--- src/rtl/bram_arb_pkg.sv ---
// Shared types and helpers for the BRAM port arbiter.
package bram_arb_pkg;

  // Arbiter operating mode: normal arbitration or array clear.
  typedef enum logic {
    RUN   = 1'b0,
    CLEAR = 1'b1
  } state_t;

  // Widest requester vector any instance may use.
  localparam int unsigned MAX_REQ = 8;

  // One-hot vector with bit 'index' set; callers narrow it to their width.
  function automatic logic [MAX_REQ-1:0] onehot_of(input int unsigned index);
    onehot_of = MAX_REQ'(1) << index;
  endfunction

endpackage

--- src/rtl/rr_picker.sv ---
// Round-robin picker for requesters 1..NUM_REQ-1. Purely combinational.
// The search starts at ptr and wraps from NUM_REQ-1 back to 1.
module rr_picker #(
  parameter int unsigned NUM_REQ = 3,
  parameter int unsigned IDX_W   = 2
) (
  input  logic [NUM_REQ-1:1] eligible,
  input  logic [IDX_W-1:0]   ptr,
  output logic [IDX_W-1:0]   winner,
  output logic               valid
);

  int unsigned cand;

  // First eligible requester in rotation order starting at ptr.
  always_comb begin
    // NOTE: every output gets a default first so no path leaves it unassigned (no latch).
    valid  = 1'b0;
    winner = '0;
    cand   = 0;
    for (int unsigned k = 0; k < NUM_REQ - 1; k++) begin
      cand = ((32'(ptr) - 1 + k) % (NUM_REQ - 1)) + 1;
      if (!valid && eligible[cand]) begin
        valid  = 1'b1;
        winner = IDX_W'(cand);
      end
    end
  end

endmodule

--- src/rtl/bram_port_arbiter.sv ---
// Shares one synchronous, write-first BRAM port between NUM_REQ requesters.
// Requester 0 has fixed priority; the rest rotate. A clear sequencer fills
// the array with FILL_VALUE after reset (optional) or on clear_start.
module bram_port_arbiter
  import bram_arb_pkg::*;
#(
  parameter int unsigned       NUM_REQ        = 3,
  parameter int unsigned       ADDR_W         = 10,
  parameter int unsigned       DATA_W         = 8,
  parameter logic [DATA_W-1:0] FILL_VALUE     = '0,
  parameter bit                CLEAR_ON_RESET = 1'b1
) (
  input  logic                      clock,
  input  logic                      reset_n,
  input  logic                      clear_start,
  output logic                      busy,
  input  logic [NUM_REQ-1:0]        req,
  input  logic [NUM_REQ-1:0]        we,
  input  logic [NUM_REQ*ADDR_W-1:0] addr,
  input  logic [NUM_REQ*DATA_W-1:0] wdata,
  output logic [NUM_REQ-1:0]        ack,
  output logic [NUM_REQ-1:0]        rvalid,
  output logic [DATA_W-1:0]         rdata,
  output logic                      mem_wren,
  output logic [ADDR_W-1:0]         mem_address,
  output logic [DATA_W-1:0]         mem_data,
  input  logic [DATA_W-1:0]         mem_q
);

  localparam int unsigned       IDX_W     = $clog2(NUM_REQ);
  localparam logic [IDX_W-1:0]  FIRST_RR  = IDX_W'(1);
  localparam logic [IDX_W-1:0]  LAST_RR   = IDX_W'(NUM_REQ - 1);
  localparam logic [ADDR_W-1:0] LAST_ADDR = '1;

  state_t              state;
  logic [ADDR_W-1:0]   clr_cnt;
  logic                clr_last;   // last address has been issued; leave CLEAR next edge
  logic [NUM_REQ-1:0]  mask;       // previous winner, excluded for one arbitration
  logic [IDX_W-1:0]    rr_ptr;
  logic [NUM_REQ-1:0]  rd_pend;    // read granted last edge; data arrives next cycle

  logic [NUM_REQ-1:0]  eligible;
  logic [IDX_W-1:0]    rr_winner;
  logic                rr_valid;
  logic                grant_valid;
  logic [IDX_W-1:0]    grant_idx;
  logic [NUM_REQ-1:0]  grant_oh;
  logic [IDX_W-1:0]    next_ptr;
  logic [ADDR_W-1:0]   win_addr;
  logic [DATA_W-1:0]   win_data;
  logic                win_we;

  assign eligible = req & ~mask;

  rr_picker #(
    .NUM_REQ (NUM_REQ),
    .IDX_W   (IDX_W)
  ) u_rr_picker (
    .eligible (eligible[NUM_REQ-1:1]),
    .ptr      (rr_ptr),
    .winner   (rr_winner),
    .valid    (rr_valid)
  );

  // Fixed priority for requester 0, otherwise the round-robin choice.
  always_comb begin
    grant_valid = 1'b0;
    grant_idx   = '0;
    if (eligible[0]) begin
      grant_valid = 1'b1;
    end else if (rr_valid) begin
      grant_valid = 1'b1;
      grant_idx   = rr_winner;
    end
  end

  assign grant_oh = NUM_REQ'(onehot_of(32'(grant_idx)));
  assign next_ptr = (rr_winner == LAST_RR) ? FIRST_RR : rr_winner + IDX_W'(1);
  assign win_addr = addr[32'(grant_idx)*ADDR_W +: ADDR_W];
  assign win_data = wdata[32'(grant_idx)*DATA_W +: DATA_W];
  assign win_we   = we[grant_idx];

  // Read data is the BRAM's registered output, qualified by rvalid.
  assign rdata = mem_q;

  // Mode FSM, clear sequencer, arbitration state and registered BRAM port.
  // NOTE: the BRAM contents are never reset here; the clear sequencer rewrites them instead.
  always_ff @(posedge clock or negedge reset_n) begin
    if (!reset_n) begin
      state       <= CLEAR_ON_RESET ? CLEAR : RUN;
      busy        <= CLEAR_ON_RESET;
      clr_cnt     <= '0;
      clr_last    <= 1'b0;
      mask        <= '0;
      rr_ptr      <= FIRST_RR;
      rd_pend     <= '0;
      ack         <= '0;
      rvalid      <= '0;
      mem_wren    <= 1'b0;
      mem_address <= '0;
      mem_data    <= '0;
    end else begin
      // NOTE: non-blocking assignments everywhere so later statements see pre-edge values.
      ack      <= '0;
      mem_wren <= 1'b0;
      rvalid   <= rd_pend;
      rd_pend  <= '0;
      unique case (state)
        CLEAR: begin
          mask <= '0;
          if (clr_last) begin
            state    <= RUN;
            busy     <= 1'b0;
            clr_last <= 1'b0;
          end else begin
            mem_wren    <= 1'b1;
            mem_address <= clr_cnt;
            mem_data    <= FILL_VALUE;
            clr_cnt     <= clr_cnt + ADDR_W'(1);
            clr_last    <= (clr_cnt == LAST_ADDR);
          end
        end
        RUN: begin
          if (clear_start) begin
            state   <= CLEAR;
            busy    <= 1'b1;
            clr_cnt <= '0;
            mask    <= '0;
          end else if (grant_valid) begin
            ack         <= grant_oh;
            mask        <= grant_oh;
            mem_wren    <= win_we;
            mem_address <= win_addr;
            mem_data    <= win_data;
            rd_pend     <= win_we ? '0 : grant_oh;
            if (!eligible[0]) rr_ptr <= next_ptr;
          end else begin
            mask <= '0;
          end
        end
      endcase
    end
  end

endmodule

--- config.mk ---
export PLATFORM = sky130hd
export DESIGN_NAME = bram_port_arbiter
export DESIGN_NICKNAME = d
export VERILOG_FILES = /design/src/rtl/bram_arb_pkg.sv /design/src/rtl/rr_picker.sv /design/src/rtl/bram_port_arbiter.sv
export SDC_FILE = /design/constraint.sdc
export NUM_CORES = 1
export LEC_CHECK = 0
export CAP_MARGIN = 20
export CORE_UTILIZATION = 44
export CTS_CLUSTER_SIZE = 40
export DETAILED_ROUTE_END_ITERATION = 6
export HOLD_SLACK_MARGIN = 0.15
export PLACE_DENSITY = 0.86
export SKIP_CTS_REPAIR_TIMING = 1
export SYNTH_ARGS = -nofsm -noshare
export SYNTH_HDL_FRONTEND = slang
export SYNTH_SLANG_ARGS = --single-unit
--- constraint.sdc ---
create_clock -name clock -period 3.74 [get_ports clock]
set_input_delay 1.122 -clock clock [delete_from_list [all_inputs] [get_ports clock]]
set_output_delay 1.122 -clock clock [all_outputs]
set_load 0.1 [all_outputs]
### After elaboration in Yosys (flattened, before gate mapping)

Index checks and enable logic that the tools add are counted.

* word-level logic and storage cells: 87
* register bits: 45
* input bits: 71
* output and inout port bits: 34

* add/sub/neg operators: 6
* mux-type cells: 44
* magnitude comparators: 3
* multiply operators: 1
* equality and inequality tests: 7
* shift-type cells: 3
* bitwise operators: 5
* reductions and logical operators: 6

Operators with widths (number)
* 32-bit by 3-bit < comparator with 1-bit output (second input constant): 2
* 10-bit 2-to-1 mux: 5
* 10-bit case mux with 2 select lines: 2
* 30-bit by 7-bit indexed part select with 10-bit output: 1
* 8-bit 2-to-1 mux: 3
* 24-bit by 6-bit indexed part select with 8-bit output: 1
* 3-bit 2-to-1 mux: 7
* 8-bit case mux with 2 select lines: 1
* 1-bit 2-to-1 mux: 15
* 10-bit by 1-bit adder with 10-bit output (second input constant): 1
* 10-bit == test (second input constant): 1
* 2-bit 2-to-1 mux: 4
* 2-bit inequality test (second input constant): 4
* 1-bit binary-select mux with 2-bit select: 3
* 1-bit case mux with 2 select lines: 3
* 3-bit case mux with 2 select lines: 1
* 2-bit by 3-bit multiplier with 5-bit output (second input constant): 1
* 1-bit by 1-bit adder with 2-bit output (second input constant): 2
* 2-bit AND reduction: 2
* 4-bit AND reduction: 1
* 3-bit AND: 1
* 2-bit by 3-bit < comparator with 1-bit output (second input constant): 1
* 1-bit NOT: 3
* 3-bit NOT: 1
* other kinds (8): 9

### Longest topological paths before layout

Gate-level depths: netlist of run 1.

* depth after elaboration: 16
* gate-level depth with buffers: 6
* mapped depth without buffers: 5

### Cells and area by module

Synthesis of run 1 repeated with hierarchy kept, for this count alone.

* cells, all modules: 256
* area, all modules: 2381.0 sq um

Modules (own cells, without submodules)
* bram_port_arbiter: cells each 252, instances 1, area an instance 2356.0 sq um
* rr_picker: cells each 4, instances 1, area an instance 25.0 sq um

### Worst setup path before layout of run 1

OpenSTA, ideal clock, no wires.

* path type: input-to-output
* start: input port mem_q[0]
* end: output port rdata[0]
* path slack: 1233 ps
* data arrival time: 1385 ps
* data required time: 2618 ps
* cell stages on the path: 1
* path through: buf_4

RTL lines
* from (decl): RTL line bram_port_arbiter.sv:27 `input logic [DATA_W-1:0] mem_q`
* to (decl): RTL line bram_port_arbiter.sv:23 `output logic [DATA_W-1:0] rdata,`

No word-level cell between the ends.

### Worst setup path in the final report of run 1

* start: input port req[0]
* end: register mem_wren

* cells in the longest elaborated chain, start to end: 7

RTL lines
* from (decl): RTL line bram_port_arbiter.sv:17 `input logic [NUM_REQ-1:0] req,`
* 3-bit AND *: RTL line bram_port_arbiter.sv:53 `assign eligible = req & ~mask;`
* 2-bit 2-to-1 mux: RTL line bram_port_arbiter.sv:69 `if (eligible[0]) begin`
* 1-bit binary-select mux with 2-bit select: RTL line bram_port_arbiter.sv:81 `assign win_we = we[grant_idx];`
* 1-bit 2-to-1 mux (not written as such): RTL line bram_port_arbiter.sv:81
* 1-bit 2-to-1 mux *: RTL line bram_port_arbiter.sv:129 `end else if (grant_valid) begin`
* 1-bit 2-to-1 mux *: RTL line bram_port_arbiter.sv:124 `if (clear_start) begin`
* 1-bit case mux with 2 select lines *: RTL line bram_port_arbiter.sv:108 `unique case (state)`
* to (signal assigned): RTL line bram_port_arbiter.sv:132 `mem_wren <= win_we;`
* to (decl): RTL line bram_port_arbiter.sv:24 `output logic mem_wren,`

Mark *: on every way between the ends. The rest lies on a longest branch, timed or not. The select of a mux whose other input is x is not followed.
A chain may end at the register's enable or synchronous reset.

==> flow_metrics.tcl, run 1 <==
set metrics [dict create \
    grt_pass1_wl_microns 9121 \
    worstMarginPinSlew_ns 0.9015 \
    first_pass_iters 4 \
    place_congestion 0.8371 \
    placed_area_sq_mm 0.003004 \
    finalPower_w 0.001549 \
    rows 25 \
    status "complete, no violations" \
    clk_latency_ns 0.29 \
    final_cells 368 \
    cts_tree "built" \
    fin_area_sq_mm 0.003084 \
    power.share.clock 0.181 \
    p_int_w 0.0008817 \
    fin_skew_ns 0.007065 \
    die_w_microns 73.21 \
    drive_gt1_frac 0.1495 \
    setup_viol 0 \
    cp.required_ns 3.90 \
    overflow 0 \
    drv_slew 0 \
    r2r-start "state" \
    seqCellArea_sq_mm 0.001055 \
    pre_cts_slack_ns 0.7215 \
    max-slew-margin-rel 0.3990 \
    diodes 0 \
    hold_class "flop to flop" \
    startpoint "req[0]" \
    wl_microns 5677 \
    p_leak_nw 1.302 \
    clk_pin_slew_ns 0.07 \
    seq_power_share 0.398 \
    hold_viol 0 \
    timing.fmax_ghz 0.3631 \
    fin_crit_sh 0.7365 \
    yosys_warnings 0 \
    min_from "rd_pend[0]" \
    antenna_found_initial 0 \
    via_per_inst 5.554 \
    gr-usage-all-layers 0.2258 \
    crit_path_end_kind "flop" \
    fin_crit_ns 2.754 \
    grt_pass1_vias 1958 \
    cp-start-kind "input port" \
    area_delta_synth_final_pct 38.25 \
    final_common_cell "clkdlybuf4s50_1" \
    post-dp-hpwl_microns 4210 \
    drtIter0Drc 129 \
    cts_buffers 5 \
    start_util 0.4661 \
    async_flop_share 1.000 \
    ys.flop_type "dfrtp_1" \
    synth_edf_count 0 \
    avgSynthCellArea_sq_um 9.915 \
    crit_type "input port to flop" \
    htree_levels 2 \
    syn-instance-count 225 \
    seq_area_frac_synth 0.4728 \
    fillers 394 \
    worst-path-max-fanout 16 \
    multi_input_area_sq_mm 0.001036 \
    fin_tns_setup_ns 0 \
    post_drt_wl_per_cell_microns 15.43 \
    dieArea_sq_mm 0.005359 \
    drtAntennaViolNets 0 \
    cts_sinks 42 \
    clockRootBuffer "clkbuf_8" \
    cellPowerDensity_mw_per_mm2 502.1 \
    syn_area_sq_mm 0.002231 \
    worstPathArrival_ns 2.92 \
    io_pins 105 \
    comb_power_share 0.421 \
    die_h_microns 73.21 \
    cap_viol_max_count 0 \
    layout_common_cells "clkdlybuf4s50_1 (61), dfrtp_1 (39), buf_4 (27)" \
    final.setup.worst_slack_ns 0.9856 \
    p_sw_w 0.0006669 \
    num_vias 2044 \
    ys_seq_elements 42 \
    synth_cell_types 48 \
    final_nets 372 \
    netSwitchingFraction 0.4307 \
    synth_fp_nets 297 \
    port_buffers 88 \
    grt_max_degree 43 \
    grt_setup_unrepaired "false" \
    route.detailed.drc 0 \
    irDropWorstVdd_v 0.0006226 \
    place_inst 360 \
    coreArea_sq_mm 0.004786 \
    cts.path.max_buffers 2 \
]
## through the flow
| stage | util | hold WS [ns] |
|---|---|---|
| floorplan | - | 0.3312 |
| global placement | 0.6277 | 0.3322 |
| detailed placement | 0.6277 | 0.3362 |
| CTS | 0.6444 | 0.3524 |
| global route | 0.6444 | 0.3670 |
| finish | 0.6444 | 0.3508 |
## routing by layer
layer	track usage	wire length, microns	vias up	part of all wire
met5	0	0	-	0
li1	-	-	978	-
met2	0.3426	2822	82	0.50
met3	0.03453	375	12	0.066
met1	0.3161	2358	972	0.42
met4	0.1089	121	0	0.021
## cells in the mapped netlist (6+ instances only)
cell	instances	area (sq um)
dfrtp_1	39	975.9
nand3b_1	10	75.07
a22oi_1	8	60.06
nor2_1	8	30.03
a21oi_1	11	55.05
nand2b_1	6	37.54
nand2_1	14	52.55
a31oi_1	10	62.56
o21ai_0	12	60.06
a221oi_1	9	78.83
o21ai_1	19	95.09
buf_4	10	75.07
nand4_1	6	37.54
clkbuf_1	6	22.52
## flip-flops by register name, summed over array words and instances, names as in the netlist
register,flops
clr_last,1
clr_cnt,10
mem_data,8
rr_ptr,1
ack,3
mem_address,10
rd_pend,3
state,1
mem_wren,1
busy,1
rvalid,3
## worst max-delay path, cell delays in order
cell             delay [ns]
clkdlybuf4s50_1        0.41
nand2b_1               0.41
o21ai_1                0.45
a221oi_1               0.40
o21ai_1                0.12
## cell type report
cell class                 count  area share
sequential                    42      0.3420
multi-input combinational    159      0.3359
timing repair buffer          89      0.2653
tap                           67     0.02718
clock buffer                   8     0.02596
inverter                       3    0.003651
## cells by family (layout without fill, tap and decap cells)
kind of cell	after synthesis	in the layout	synth area share
multiplexers	2	2	0.009534
buffers and inverters	24	100	0.06281
AND/OR/NAND/NOR	72	72	0.2098
adder cells (fa/ha/maj)	1	1	0.005608
AO/OA/AOI/OAI	80	80	0.2238
XOR/XNOR	4	4	0.01571
flip-flops	42	42	0.4728
## power groups by stage
stage	Clock [W]	Sequential (W)	Combinational [W]
2_1_floorplan	0	0.000892	0.000226
6_report	0.000280	0.000617	0.000652
4_1_cts	0.000283	0.000615	0.000654
5_1_grt	0.000303	0.000628	0.000694
3_3_place_gp	0	0.000622	0.000645
3_5_place_dp	0	0.000622	0.000653
## path summary, 6_finish.rpt
kind	to	slack [ns]	cells past startpoint
worst min register to register	rvalid[0]	0.35	0
worst max-delay path	mem_wren	0.99	5
max in group asynchronous	clr_cnt[6]	2.22	1
min in group asynchronous	mem_data[1]	0.96	1
worst min-delay path	rvalid[0]	0.35	0
worst max register to register	clr_cnt[4]	1.69	4
(Power assumes the default switching activity.)
==> run 2, diff against run 1 <==
Settings changed: CORE_UTILIZATION 44 to 37, PLACE_DENSITY 0.86 to 0.77.
Clock period 3.74 ns to 2.39 ns, I/O delays scaled along.
==> run 2 against run 1 <==
Design area rose by 4.4%. Combinational power rose by 61%. Wire length rose by 7.8%. Sequential cell count did not move. Die area rose by 18%. Sequential share of layout area fell by 1.4 points. Clock power rose by 95%. Global-route usage fell by 1.7 points. Final cell count rose by 4.6%. Setup slack got worse by 0.66 ns. Hold slack improved by 0.0047 ns. Highest routed layer unchanged.
==> flow_metrics.tcl, run 2 (synthesis gave the netlist of run 1 again) <==
set metrics [dict create \
    first_pass_iters 4 \
    reg.largest.list "clr_cnt: 10 flops, mem_address: 10 flops, mem_data: 8 flops" \
    crit_type "input port to flop" \
    htree_levels 2 \
    fin_tns_setup_ns 0 \
    timing.fmax_ghz 0.4854 \
    coreArea_sq_mm 0.005642 \
    via_per_inst 5.377 \
    fin_area_sq_mm 0.003219 \
    final_nets 384 \
    clk_latency_ns 0.29 \
    hold_class "flop to flop" \
    cp.buffers_inverters 2 \
    final_common_cell "clkdlybuf4s50_1" \
    post_drt_wl_per_cell_microns 15.90 \
    route.detailed.drc 0 \
    cts_buffers 5 \
    layout_common_cells "clkdlybuf4s50_1 (61), dfrtp_1 (39), buf_4 (38)" \
    drtIter0Drc 86 \
    fin_skew_ns 0.002356 \
    dieArea_sq_mm 0.006344 \
    hold_viol 0 \
    cp.required_ns 2.60 \
    fin_crit_sh 0.8620 \
    overflow 0 \
    cts.path.max_buffers 2 \
    cts_tree "built" \
    clk_pin_slew_ns 0.08 \
    crit_family "buffers and inverters" \
    irDropWorstVdd_v 0.0004306 \
    hold_depth 0 \
    placed_area_sq_mm 0.003113 \
    diodes 0 \
    rows 27 \
    gr-usage-all-layers 0.2086 \
    start_util 0.3954 \
    num_vias 2070 \
    cap_viol_max_count 0 \
    grt_pass1_wl_microns 10030 \
    area_delta_synth_final_pct 44.31 \
    worst_path_max_delay_cell "clkdlybuf4s50_1" \
    worstPathArrival_ns 2.27 \
    die_w_microns 79.65 \
    path_cells "clkdlybuf4s50_1, nand2b_1, a41oi_1, buf_4, o21ai_1, a31oi_1" \
    final_cells 385 \
    port_buffers 88 \
    setup_viol 0 \
    drv_slew 0 \
    reg2regPathDepth 5 \
    grt_setup_unrepaired "false" \
    clockRootBuffer "clkbuf_8" \
    p_leak_nw 1.378 \
    antenna_found_initial 0 \
    drtAntennaViolNets 0 \
    wl_microns 6120 \
    io_pins 105 \
    place_inst 377 \
    crit_path_end_kind "flop" \
    status "complete, no violations" \
    fin_crit_ns 2.060 \
    cellPowerDensity_mw_per_mm2 796.3 \
    cpPeakStageDelay_ns 0.50 \
    cp-start-kind "input port" \
    worst-path-max-fanout 20 \
    path_depth 6 \
    grt_pass1_vias 2124 \
    die_h_microns 79.65 \
    worstMarginPinSlew_ns 0.5177 \
    drive_gt1_frac 0.1853 \
    post-dp-hpwl_microns 4730 \
    max-slew-margin-rel 0.6549 \
    place_congestion 0.8685 \
    cts_sinks 42 \
    grt_max_degree 43 \
]
run 2: metal layers:
metal / GRT usage / part of all wire
met4: 0.07455 / 0.013
met1: 0.2729 / 0.45
met5: 0 / 0
met2: 0.3376 / 0.50
met3: 0.04571 / 0.046
run 2: path summary, 6_finish.rpt:
check                      slack [ns]             end        from
setup / recovery                 0.33  mem_address[2]      req[2]
max in group asynchronous        1.54       rr_ptr[0]     reset_n
setup reg to reg                 0.66  mem_address[2]       state
hold reg to reg                  0.36       rvalid[0]  rd_pend[0]
hold / removal                   0.36       rvalid[0]  rd_pend[0]
min in group asynchronous        0.48     mem_data[1]     reset_n
run 2: final cells by class:
type	count	area, sq um
clock buffers	7	76.32
fillers	500	2422
clock inverters	1	30.03
inverters	3	11.26
well taps	72	90.09
repair buffers	101	920.9
multi-input cells	159	1036
flip-flops and latches	42	1055
run 2: through the flow:
step	setup WS, ns	util	hold slack [ns]	total power, W
5_1_grt	0.2406	0.5706	0.3697	0.002690
3_5_place_dp	0.04005	0.5518	0.3426	0.002026
4_1_cts	0.3487	0.5706	0.3603	0.002580
6_report	0.3298	0.5706	0.3554	0.002563
2_1_floorplan	0.4098	-	0.3312	0.001751
3_3_place_gp	0.1045	0.5518	0.3340	0.002002
run 2: power by group:
| part | switching [W] | total (W) | leakage, nW | internal, W |
|---|---|---|---|---|
| Sequential | 0.000128 | 0.000969 | 0.539 | 0.000842 |
| Combinational | 0.000707 | 0.00105 | 0.786 | 0.000340 |
| Clock | 0.000235 | 0.000547 | 0.0524 | 0.000313 |
| Total | 0.00107 | 0.00256 | 1.38 | 0.00149 |
